==> src/rtl/sign_extend.sv <==
// Two's-complement sign extension from IN_W to OUT_W bits, with an
// optional registered copy of the result for pipelined users.
module sign_extend #(
    parameter int EXT   = 16,
    parameter int OUT_W = 32,
    localparam int IN_W = OUT_W - EXT
) (
    input  logic             clk,
    input  logic             rst,
    input  logic             en,
    input  logic [IN_W-1:0]  in,
    output logic [OUT_W-1:0] out,
    output logic [OUT_W-1:0] out_q,
    output logic             sign
);

    if (EXT < 0 || EXT >= OUT_W) begin : g_bad_ext
        $error("sign_extend: EXT=%0d illegal, must be in 0..OUT_W-1 (OUT_W=%0d)",
               EXT, OUT_W);
    end

    assign sign = in[IN_W-1];

    // Continuous assigns keep out/sign free of clk, rst and en, and let
    // X/Z on in reach out unmasked.
    if (EXT == 0) begin : g_pass
        assign out = in;
    end else begin : g_ext
        assign out = {{EXT{in[IN_W-1]}}, in};
    end

    always_ff @(posedge clk or posedge rst) begin
        if (rst) begin
            out_q <= '0;
        end else if (en) begin
            out_q <= out;
        end
    end

endmodule

==> config.mk <==
export PLATFORM = sky130hd
export DESIGN_NAME = sign_extend
export DESIGN_NICKNAME = d
export VERILOG_FILES = /design/src/rtl/sign_extend.sv
export SDC_FILE = /design/constraint.sdc
export NUM_CORES = 1
export LEC_CHECK = 0
export ABC_AREA = 1
export BUFFER_PORTS_ARGS = -buffer_cell sky130_fd_sc_hd__buf_2
export CORE_MARGIN = 5
export CORE_UTILIZATION = 40
export CTS_BUF_LIST = sky130_fd_sc_hd__clkbuf_4 sky130_fd_sc_hd__clkbuf_8
export DETAILED_ROUTE_END_ITERATION = 7
export PLACE_DENSITY = 0.81
export SLEW_MARGIN = 20
export SYNTH_ARGS = -nofsm -noshare
export SYNTH_HDL_FRONTEND = slang
export SYNTH_SLANG_ARGS = --single-unit
export TNS_END_PERCENT = 30
==> constraint.sdc <==
create_clock -name clk -period 0.94 [get_ports clk]
set_input_delay 0.094 -clock clk [delete_from_list [all_inputs] [get_ports clk]]
set_output_delay 0.094 -clock clk [all_outputs]
set_load 0.01 [all_outputs]
**Word level (Yosys, flattened, before mapping)**

Index checks and enable logic that the tools add are counted.

- Register bits after elaboration: 16
- Input bits: 19
- Word-level logic and storage cells: 1

**Longest topological paths before layout**

- Depth after elaboration: 0
- Depth in mapped cells: 5

**Worst setup path after synthesis**

Ideal clock, no wire load.

- Path kind: register to output
- Start: register out_q[15] (netlist name)
- End: output out_q[16]
- Data arrival time: 808 ps
- Required time: 846 ps
- Path slack: 38 ps
- Stages on the path, launching flop included: 2
- Path buffers: 1
- Cells stage by stage: dfrtp_1 > buf_4

RTL lines:

| element | line | RTL |
|---|---|---|
| end: declaration | 13 | `output logic [OUT_W-1:0] out_q,` |

No word-level cell between the ends.

**Final worst setup path**

- Start: register out_q[15] (netlist name)
- End: output out_q[23]

No word-level cell between the ends.

==> run summary <==
Status - finished with violations
Failing checks - setup timing
Startpoint type of the worst setup path - register
Gr usage total - 11.15%
Post-synthesis xor/xnor area fraction - 0%
Vias post-DR - 778
Vias per cell - 4.160
Mapped Nets - 137
Worst path cell trace - buf_2
Worst Hold Class - in -> reg
Initial antenna violation count - 0
Final setup margin - -0.09422 ns
Sequential Area - 401.6 sq um
CTS tree - built
Die ar. - 3648 sq um
Synth-to-Final Area Change - 12.31%
Residual DRC count - 0
Worst slew pin tran - 0.2310 ns
CP Class - reg -> out
Crit-path max FO - 18
Pwr dens - 1506 nW/um^2
First-pass iteration count of the detailed router - 4
Slowest CP cell - dfrtp_2
Fin crit share - 110.0%
Antenna cells - 0
Max Cap Viol - 0
Syn avg cell area - 8.610 sq um
Reg with most FFs - out_q
Post-synthesis cell area - 1016 sq um
Longest Clk Path Bufs - 2
Largest net degree at the start of global routing - 20
CTS Sinks - 16
Synth unique cells - 8
Max Fclk - 966.9 MHz
Critical path depth in cells - 1
Synth Area in Adders - 0%
Avg WL per Cell - 10.94 microns
Worst Path Arrival - 0.94 ns
Reg2reg setup slack - 0.21 ns
Port Buffer Count - 83
Die Width - 60.40 microns
Post-Route WL - 2046 microns
Crit path from - out_q[15]$_DFFE_PP0P_
Clk pin slew, worst setup/hold paths - 0.10 ns
Hold_ws - 0.003704 ns
Max FFs per register - 16
# fillers - 254
Combinational family with the most area after synthesis - buffers and inverters
Most common cell after layout, fill and taps aside - buf_2
Worst VDD drop - 0.5841 mV
Detailed placement HPWL - 1701 microns
Worst slack at placement - 0.09327 ns
Vias in the first global route - 711
Final Max Slew Viols - 0
Starting Density - 41.39%
Most frequent cells in the layout - buf_2, nand2_1, dfrtp_1
Worst path required time - 0.85 ns
Clock Latency Late Sink - 0.28 ns
Worst r2r src - out_q[15]$_DFFE_PP0P_
Clock root buffer - clkbuf_4
RSZ-0062 raised after global routing - true
Sequential area share after synthesis - 39.41%
Final hold violation count - 0
Critical hold path startpoint - in[8]
Clock skew - 0 ns
Design area - 1141 sq um
CP endpoint - out_q[23]
Post-DRT Antenna Nets - 0
Worst path bufs/invs - 1
Finished Layout Cells - 187
CP Capture Type - output port
Yosys top cell by area - dfrtp_1
FF-to-FF path depth - 2
Crit path largest cell delay - 0.49 ns
Final Critical Period - 1.034 ns
Num CTS Buffers - 3
Num rows - 18
I/O pin cnt - 84
Ys Warns - 0
Placer's final routability congestion estimate - 0.6552
Post-synth top area share - 39.41%
Compound-Gate Fraction of Synth Area - 0%
Core footprint - 2455 sq um
Worst R2R End - out_q[15]$_DFFE_PP0P_
Post-synthesis mux area share - 0%
Leakage power - 0.7254 nW
Nets - 177
Die H - 60.40 microns
CP delay by family, top - flip-flops
Final setup violation count - 17
Area of the multi-input gates - 192.7 sq um
Dpl cells - 182
Flops & latches, synth - 16
DRT iter0 DRCs - 14
Top cells by area, synth - dfrtp_1, buf_4, nand2_1, nand2_2, buf_6
Largest regs - out_q (16)
Synth Area in Simple Gates - 18.97%
H-tree levels - 1
Rel. slew slack - 84.60%
Layout cells sized above 1 - 61.78%
Synth Instances - 118
Area post-placement - 1081 sq um
GR Overflow Total - 0
First-pass GRT wire length - 3049 microns
[repair_timing]
item | in CTS | in global routing
hold buffers | 1 | 0
hold endpoints to repair | 16 | 0
gates resized for setup | 1 | 2
setup buffers | 0 | 0
setup endpoints to repair | 18 | 27
[stage by stage]
| stage | setup TNS (ns) | util (%) | power (W) |
|---|---|---|---|
| floorplan | 0 | - | 0.001205 |
| global placement | 0 | 44.04 | 0.001265 |
| detailed placement | 0 | 44.04 | 0.001276 |
| CTS | -1.933 | 45.97 | 0.001736 |
| global route | -2.679 | 46.48 | 0.001819 |
| finish | -1.556 | 46.48 | 0.001718 |
[worst reg2reg max path, cell delays in order, from the launching register on]
cell and delay, ns:
dfrtp_2 0.49, nand2_1 0.09, nand2_1 0.04
[synth_stat cells, drive strengths merged]
cell type   n
inv         2
nand2      48
dfrtp      16
buf        52
[layer usage]
| metal | track usage, % | vias up | part of all wire (%) |
|---|---|---|---|
| met5 | 0 | - | 0 |
| met4 | 6.646 | 0 | 0.68 |
| met3 | 1.915 | 2 | 12 |
| met1 | 12.55 | 343 | 36 |
| li1 | - | 383 | - |
| met2 | 19.60 | 50 | 52 |
[worst min path at each step]
stage / endpoint / slack (ns) / cells after the start
after detailed placement: out_q[7]$_DFFE_PP0P_ / 0.11 / 3
after global routing: out_q[14]$_DFFE_PP0P_ / 0.008 / 3
after global placement: out_q[7]$_DFFE_PP0P_ / 0.10 / 3
after CTS: out_q[8]$_DFFE_PP0P_ / 0.002 / 3
after floorplan: out_q[0]$_DFFE_PP0P_ / 0.008 / 1
final: out_q[8]$_DFFE_PP0P_ / 0.004 / 3
[where the power goes]
part           leakage (nW)  internal (W)  total [W]  switching [W]
registers             0.194      0.000749   0.000793      0.0000438
logic                 0.511      0.000206   0.000472       0.000266
clock network        0.0210      0.000236   0.000453       0.000218
total                 0.725       0.00119    0.00172       0.000527
[cell families (layout without fill, tap and decap cells)]
| family | Yosys count | in the layout |
|---|---|---|
| buf+inv | 54 | 93 |
| simple gates | 48 | 48 |
| flops | 16 | 16 |
[cell type report]
type / count / area share [%]
timing repair buffer: 87 / 40.35
sequential: 16 / 35.20
multi-input combinational: 48 / 16.89
tap: 30 / 3.289
clock buffer: 4 / 3.180
inverter: 2 / 1.096
No activity file was read; power rests on OpenSTA's default activity.
